$ cat src/rtl/player_motion.sv
// player_motion: per-player position engine with walking, clamped jump/gravity arc,
// crouch, facing and freeze, stepped by an internal tick enable on the main clock.
// state | meaning
// 00    | GROUNDED: on the floor, walking allowed
// 01    | CROUCH: on the floor crouched, no x motion
// 10    | AIRBORNE: jump/fall arc under gravity
module player_motion #(
  parameter int POS_W     = 10,
  parameter int VEL_W     = 6,
  parameter int TICK_DIV  = 714_285,
  parameter int X_INIT    = 300,
  parameter int X_MIN     = 0,
  parameter int X_MAX     = 600,
  parameter int Y_GROUND  = 300,
  parameter int Y_MIN     = 40,
  parameter int WALK_STEP = 1,
  parameter int JUMP_VEL  = 12,
  parameter int GRAVITY   = 1,
  parameter int MAX_FALL  = 16,
  parameter int FACE_INIT = 0
) (
  input  logic             clk,
  input  logic             rst_l,
  input  logic             left,
  input  logic             right,
  input  logic             up,
  input  logic             down,
  input  logic             freeze,
  output logic [POS_W-1:0] pos_x,
  output logic [POS_W-1:0] pos_y,
  output logic             facing,
  output logic [1:0]       state,
  output logic             tick,
  output logic             landed
);

  localparam int CNT_W = $clog2(TICK_DIV);
  localparam logic [CNT_W-1:0] CNT_LAST = CNT_W'(TICK_DIV - 1);

  localparam logic [POS_W-1:0] X_INIT_P   = POS_W'(X_INIT);
  localparam logic [POS_W-1:0] X_MIN_P    = POS_W'(X_MIN);
  localparam logic [POS_W-1:0] X_MAX_P    = POS_W'(X_MAX);
  localparam logic [POS_W-1:0] Y_GROUND_P = POS_W'(Y_GROUND);
  localparam logic [POS_W-1:0] Y_MIN_P    = POS_W'(Y_MIN);

  localparam logic signed [POS_W:0]   X_MIN_E    = (POS_W+1)'(X_MIN);
  localparam logic signed [POS_W:0]   X_MAX_E    = (POS_W+1)'(X_MAX);
  localparam logic signed [POS_W:0]   STEP_E     = (POS_W+1)'(WALK_STEP);
  localparam logic signed [POS_W+1:0] Y_GROUND_E = (POS_W+2)'(Y_GROUND);
  localparam logic signed [POS_W+1:0] Y_MIN_E    = (POS_W+2)'(Y_MIN);

  localparam logic signed [VEL_W-1:0] JUMP_V     = VEL_W'(JUMP_VEL);
  localparam logic signed [VEL_W:0]   GRAV_E     = (VEL_W+1)'(GRAVITY);
  localparam logic signed [VEL_W:0]   NEG_FALL_E = (VEL_W+1)'(-MAX_FALL);

  typedef enum logic [1:0] {
    GROUNDED = 2'b00,
    CROUCH   = 2'b01,
    AIRBORNE = 2'b10
  } state_t;

  state_t                  state_q, state_d;
  logic [CNT_W-1:0]        cnt_q, cnt_d;
  logic [POS_W-1:0]        pos_x_q, pos_x_d;
  logic [POS_W-1:0]        pos_y_q, pos_y_d;
  logic signed [VEL_W-1:0] vy_q, vy_d;
  logic                    facing_q, facing_d;
  logic                    armed_q, armed_d;
  logic                    landed_q, landed_d;

  logic                    tick_w, upd, move_l, move_r, launch;
  logic                    touchdown, hit_ceiling;
  logic signed [POS_W:0]   nx;
  logic [POS_W-1:0]        nx_clamped;
  logic signed [POS_W+1:0] vy_ext, ny;
  logic signed [VEL_W:0]   vy_dec;
  logic signed [VEL_W-1:0] vy_fall;

  always_ff @(posedge clk or negedge rst_l) begin
    if (!rst_l) state_q <= GROUNDED;
    else        state_q <= state_d;
  end

  always_ff @(posedge clk or negedge rst_l) begin
    if (!rst_l) begin
      cnt_q    <= '0;
      pos_x_q  <= X_INIT_P;
      pos_y_q  <= Y_GROUND_P;
      vy_q     <= '0;
      facing_q <= (FACE_INIT != 0);
      armed_q  <= 1'b0;
      landed_q <= 1'b0;
    end else begin
      cnt_q    <= cnt_d;
      pos_x_q  <= pos_x_d;
      pos_y_q  <= pos_y_d;
      vy_q     <= vy_d;
      facing_q <= facing_d;
      armed_q  <= armed_d;
      landed_q <= landed_d;
    end
  end

  // Candidate positions and velocity, widened so clamps see true over/underflow.
  always_comb begin
    tick_w = (cnt_q == CNT_LAST);
    cnt_d  = tick_w ? '0 : cnt_q + CNT_W'(1);
    upd    = tick_w & ~freeze;
    move_l = left & ~right;
    move_r = right & ~left;
    launch = upd & (state_q != AIRBORNE) & up & armed_q;

    nx = $signed({1'b0, pos_x_q});
    if (move_r)      nx = nx + STEP_E;
    else if (move_l) nx = nx - STEP_E;

    if (nx < X_MIN_E)      nx_clamped = X_MIN_P;
    else if (nx > X_MAX_E) nx_clamped = X_MAX_P;
    else                   nx_clamped = nx[POS_W-1:0];

    vy_ext      = {{(POS_W+2-VEL_W){vy_q[VEL_W-1]}}, vy_q};
    ny          = $signed({2'b00, pos_y_q}) - vy_ext;
    touchdown   = (ny >= Y_GROUND_E);
    hit_ceiling = (ny < Y_MIN_E);

    vy_dec  = $signed({vy_q[VEL_W-1], vy_q}) - GRAV_E;
    vy_fall = (vy_dec < NEG_FALL_E) ? NEG_FALL_E[VEL_W-1:0] : vy_dec[VEL_W-1:0];
  end

  always_comb begin
    state_d = state_q;
    if (upd) begin
      case (state_q)
        GROUNDED: begin
          if (launch)    state_d = AIRBORNE;
          else if (down) state_d = CROUCH;
        end
        CROUCH: begin
          if (launch)     state_d = AIRBORNE;
          else if (!down) state_d = GROUNDED;
        end
        AIRBORNE: begin
          if (touchdown) state_d = GROUNDED;
        end
        default: state_d = GROUNDED;
      endcase
    end
  end

  always_comb begin
    pos_x_d  = pos_x_q;
    pos_y_d  = pos_y_q;
    vy_d     = vy_q;
    facing_d = facing_q;
    armed_d  = armed_q;
    landed_d = 1'b0;

    // Arming tracks up even while frozen so a held key cannot re-jump after hit-stun.
    if (tick_w && !up) armed_d = 1'b1;
    else if (launch)   armed_d = 1'b0;

    if (upd) begin
      if (move_l || move_r) facing_d = move_l;
      if (state_q != CROUCH || launch) pos_x_d = nx_clamped;
      if (launch) vy_d = JUMP_V;
      if (state_q == AIRBORNE) begin
        if (touchdown) begin
          pos_y_d  = Y_GROUND_P;
          vy_d     = '0;
          landed_d = 1'b1;
        end else if (hit_ceiling) begin
          pos_y_d = Y_MIN_P;
          vy_d    = '0;
        end else begin
          pos_y_d = ny[POS_W-1:0];
          vy_d    = vy_fall;
        end
      end
    end
  end

  always_comb begin
    pos_x  = pos_x_q;
    pos_y  = pos_y_q;
    facing = facing_q;
    state  = state_q;
    tick   = tick_w;
    landed = landed_q;
  end

endmodule
$ cat config.mk
export PLATFORM = sky130hd
export DESIGN_NAME = player_motion
export DESIGN_NICKNAME = d
export VERILOG_FILES = /design/src/rtl/player_motion.sv
export SDC_FILE = /design/constraint.sdc
export NUM_CORES = 1
export LEC_CHECK = 0
export BUFFER_PORTS_ARGS = -buffer_cell sky130_fd_sc_hd__buf_2
export CAP_MARGIN = 40
export CORE_MARGIN = 1.5
export CORE_UTILIZATION = 45
export DETAILED_ROUTE_END_ITERATION = 10
export GPL_TIMING_DRIVEN = 0
export SLEW_MARGIN = 10
export SYNTH_ARGS = -nofsm -noshare
export SYNTH_HDL_FRONTEND = slang
export SYNTH_SLANG_ARGS = --single-unit
$ cat constraint.sdc
create_clock -name clk -period 5.4 [get_ports clk]
set_input_delay 1.62 -clock clk [delete_from_list [all_inputs] [get_ports clk]]
set_output_delay 1.62 -clock clk [all_outputs]
set_load 0.01 [all_outputs]
-- After elaboration in Yosys (flattened, before gate mapping)
Cells that the tools add are included.
- ROM bits: 0
- bits of input ports: 7
- memories: 0
- flip-flop bits (word level): 51
- logic and storage cells: 70
- output and inout port bits: 25
- latch bits: 0
- RAM bits: 0
- magnitude comparators: 5
- shift operators: 0
- bitwise logic cells: 9
- muxes and demuxes: 23
- divide/modulo/power cells: 0
- reduce and logical (&&, ||, !) cells: 12
- equality and inequality tests: 8
- multiply operators: 0
- add/sub/neg operators: 5
- operators with widths (kind ; number):
    2-to-1 mux 10 bit ; 4
    2-to-1 mux 6 bit ; 5
    2-to-1 mux 11 bit ; 2
    adder 20 x 1 -> 20 bit (second input constant) ; 1
    == test 20 bit (second input constant) ; 1
    2-to-1 mux 20 bit ; 1
    >= comparator 12 x 10 -> 1 bit (second input constant) ; 1
    < comparator 12 x 7 -> 1 bit (second input constant) ; 1
    subtractor 11 x 6 -> 12 bit ; 1
    adder 10 x 1 -> 11 bit (second input constant) ; 1
    greater-than comparator 11 bit (second input constant) ; 1
    < comparator 11 x 1 -> 1 bit (second input constant) ; 1
    subtractor 10 x 1 -> 11 bit (second input constant) ; 1
    2-to-1 mux 2 bit ; 5
    AND reduction 2 bit ; 4
    < comparator 7 x 5 -> 1 bit (second input constant) ; 1
    subtractor 6 x 2 -> 7 bit (second input constant) ; 1
    AND 1 bit ; 6
    != test 3 bit (second input constant) ; 2
    case mux 2 bit (3 select lines) ; 1
    2-to-1 mux 1 bit ; 5
    != test 2 bit (second input constant) ; 2
    AND reduction 4 bit ; 1
    nonzero test 2 bit ; 2
    8 further kinds ; 11

-- Longest topological paths before layout
- word-level depth: 7
- mapped depth: 13
- mapped depth without buffers: 13

-- Worst setup path after synthesis
No wires, ideal clock.
- path kind: input-to-reg
- start point: input port left
- end point: register pos_x_q[0] (netlist: pos_x[0])
- arrival: 3.819 ns
- stages: 12
- data required time: 5.336 ns
- library setup time: 0.064 ns
- path buffers: 1
- slack: 1.516 ns
- path through: inv_1 -> ha_1 -> buf_2 -> nor3b_2 -> nand2_1 -> o32a_1 -> xnor2_1 -> a21boi_0 -> o41a_1 -> nand3b_4 -> o31ai_4 -> a21o_1
- word-level cells in the longest chain between the ends: 6
- elaborated cells between the ends (all ways): 9
- classes of those cells: order compare: 2; mux: 4; bitwise: 3
- ends and longest elaborated chain (what ; line ; RTL):
    start, declared ; 24 ; input logic left,
    AND 1 bit / inverter 1 bit (equally long branches) ; 109, 110 ;
    2-to-1 mux 11 bit / AND 1 bit (equally long branches) ; 115, 110 ;
    2-to-1 mux 11 bit (*) ; 114 ; if (move_r) nx = nx + STEP_E;
    greater-than comparator 11 bit ; 118 ; else if (nx > X_MAX_E) nx_clamped = X_MAX_P;
    2-to-1 mux 10 bit ; 118 ;
    2-to-1 mux 10 bit (*) ; 117 ; if (nx < X_MIN_E) nx_clamped = X_MIN_P;
    end signal, assigned ; 95 ; pos_x_q <= pos_x_d;
    end, declared ; 64 ; logic [POS_W-1:0] pos_x_q, pos_x_d;
Mark *: on every way between the ends. The rest lies on a longest branch, timed or not.
A chain may end at the register's enable or synchronous reset.

-- Final worst setup path
- start point: register cnt_q[0]
- end point: output port tick
- word-level cells in the longest chain between the ends: 1
- ends and longest elaborated chain (what ; line ; RTL):
    start, declared ; 63 ; logic [CNT_W-1:0] cnt_q, cnt_d;
    start signal, assigned ; 94 ; cnt_q <= cnt_d;
    == test 20 bit ; 106 ; tick_w = (cnt_q == CNT_LAST);
    end, declared ; 33 ; output logic tick,
Every way passes these cells.

==> flow_metrics.env <==
export IMPL_outcome="finished, final reports clean"
export IMPL_num_vias=3177
export IMPL_grt_pass1_vias=2843
export IMPL_ys_top_cells_by_count="54 x nand2_1, 50 x nor2_1, 43 x dfrtp_1"
export IMPL_cts_made_buffers=5
export IMPL_relSlewSlack=0.558
export IMPL_synth_top_area_share=0.298
export IMPL_post_cts_buffers=0
export IMPL_hp_class="flop to flop"
export IMPL_r2r_slack_ps=1810
export IMPL_clk_path_buf_depth=2
export IMPL_cts_hold_buffers=0
export IMPL_synth_seq_area_share=0.357
export IMPL_fin_crit_sh=0.777
export IMPL_crit_path_start_kind="flop"
export IMPL_setup_viol=0
export IMPL_cts_root_buf="clkbuf_8"
export IMPL_core_um2=7730
export IMPL_cts_sinks=51
export IMPL_timing_fmax_mhz=238
export IMPL_synth_edf_count=0
export IMPL_period_needed_ps=4190
export IMPL_crit_path_max_fanout=10
export IMPL_setup_slack_ps=1210
export IMPL_worstPathArrival_ps=2570
export IMPL_drt_pass1_iter_count=4
export IMPL_power_density_nw_per_um2=174
export IMPL_synth_area_leaders="dfrtp_1 30%, ha_1 6.2%, dfstp_2 5.8%"
export IMPL_ys_ff_latch=51
export IMPL_num_rows=32
export IMPL_grt_pass1_wl_mm=13.8
export IMPL_grt_util_all_layers=0.203
export IMPL_cts_tree="built"
export IMPL_area_delta_synth_final_pct=11.7
export IMPL_post_dp_hpwl_mm=6.39
export IMPL_via_per_inst=5.58
export IMPL_async_flop_share=1.00
export IMPL_post_route_util=0.521
export IMPL_totalWireLength_mm=8.31
export IMPL_detailedPlace_worstSlack_ps=986
export IMPL_worst_pin_slew_ps=655
export IMPL_ys_warnings_count=0
export IMPL_antenna_found_initial=0
export IMPL_portBuffers=31
export IMPL_slew_viol_final=0
export IMPL_gr_total_overflow=0
export IMPL_drcViolationCount=0
export IMPL_fin_nets=492
export IMPL_h_tree_depth=2
export IMPL_start_util=0.467
export IMPL_grt_start_max_net_pins=31
export IMPL_hold_viol=0
export IMPL_worstSetupPathType="flop to output pin"
export IMPL_synth_ff_type="dfrtp_1"
export IMPL_vdd_drop_max_mv=0.0917
export IMPL_avgSynthCellArea_um2=8.44
export IMPL_ys_types=66
export IMPL_cp_required_ps=3780
export IMPL_synthCells=427
export IMPL_end_kind="output pin"
export IMPL_dieHeight_um=92.5
export IMPL_synthesis_area_um2=3610
export IMPL_antenna_cells=0
export IMPL_wire_per_inst_um=14.6
export IMPL_finalSetupTns_ps=0
export IMPL_power_leakage_nw=1.82
export IMPL_ant_nets=0
export IMPL_path_clk_slew_ps=100
export IMPL_io_pins=32
export IMPL_syn_nets=453
export IMPL_gp_congestion=0.849
export IMPL_yosysTopAreaCell="dfrtp_1"
export IMPL_drive_gt1_frac=0.141
export IMPL_clock_skew_ps=12.7
export IMPL_synth_most_common_cell="nand2_1"
export IMPL_cts_resized=0
export IMPL_first_iter_violations=141
export IMPL_rsz0062_at_grt="no"
export IMPL_insertion_delay_ps=310
export IMPL_maxCapViolCount=0
export IMPL_dieWidth_um=92.5
export IMPL_die_area_um2=8560
## worst max-delay path: stages, from the launching register on
cell and delay, ps:
dfrtp_1 460, inv_1 80, ha_1 160, nand4b_1 120, nor4_1 380, and3_1 220
clkbuf_1 220, clkbuf_1 400, buf_2 220
## stage by stage
step	hold WS, ps	cells	total power, mW	area, µm²
after global routing	506	569	0.727	4030
after floorplan	456	427	0.409	3610
final	469	569	0.700	4030
after CTS	474	569	0.709	4030
after detailed placement	459	561	0.426	3910
after global placement	458	560	0.424	3890
## logic make-up (layout without fill, tap and decap cells)
family	count (synthesis)	after routing	synth area share
DFF	51	51	0.357
muxes	4	4	0.0121
AOI/OAI and AO/OA	102	102	0.197
buffers and inverters	35	75	0.0403
adders and majority gates	19	19	0.0680
xor gates and xnor gates	28	28	0.0680
and+or+nand+nor	188	188	0.258
## state kept, by name, summed over array words and instances (netlist names)
signal   cells
pos_x       10
facing       1
cnt_q       20
armed_q      1
vy_q         6
landed       1
pos_y       10
state        2
## where the power goes
part	switching (mW)	internal, mW
sequential	0.00111	0.383
clock	0.131	0.150
combinational	0.0213	0.0132
total	0.154	0.546
## layout make-up
type,instances,area [µm²]
plain buffers,10,51.3
clock buffers,6,82.6
clock inverters,2,35.0
fillers,730,3700
inverters,25,93.8
multi-input cells,341,2170
flip-flops and latches,51,1290
well taps,102,128
repair buffers,32,175
## routing by layer
| layer | vias to the layer above | global-route usage | share of wire |
|---|---|---|---|
| met5 | - | 0 | 0 |
| met4 | 0 | 0.0385 | 0.0094 |
| met3 | 8 | 0.0328 | 0.031 |
| met2 | 56 | 0.320 | 0.45 |
| met1 | 1503 | 0.293 | 0.51 |
| li1 | 1610 | - | - |
## layout by cell type (no fill, tap or decap), types with 6 or more instances in the layout
cell type / count
nor2_1: 50
a21o_1: 10
buf_2: 33
or3_1: 6
a31oi_1: 9
xnor2_1: 16
ha_1: 18
o21ai_0: 17
nand2_1: 54
clkbuf_1: 6
dfrtp_1: 43
clkbuf_8: 6
a21oi_1: 22
xor2_1: 12
dfstp_2: 8
and3_1: 6
inv_1: 25
nand3_1: 20
nor3_1: 9
nand2b_1: 7
## final timing paths
check	startpoint	end	depth (start not counted)
max in group asynchronous	rst_l	pos_x[5]	2
worst max register to register	vy_q[5]	pos_y[2]	12
worst min-delay path	pos_y[8]	pos_y[8]	2
min in group asynchronous	rst_l	cnt_q[2]	1
worst min register to register	pos_y[8]	pos_y[8]	2
worst max-delay path	cnt_q[0]	tick	8
No activity file was read; power rests on OpenSTA's default activity.
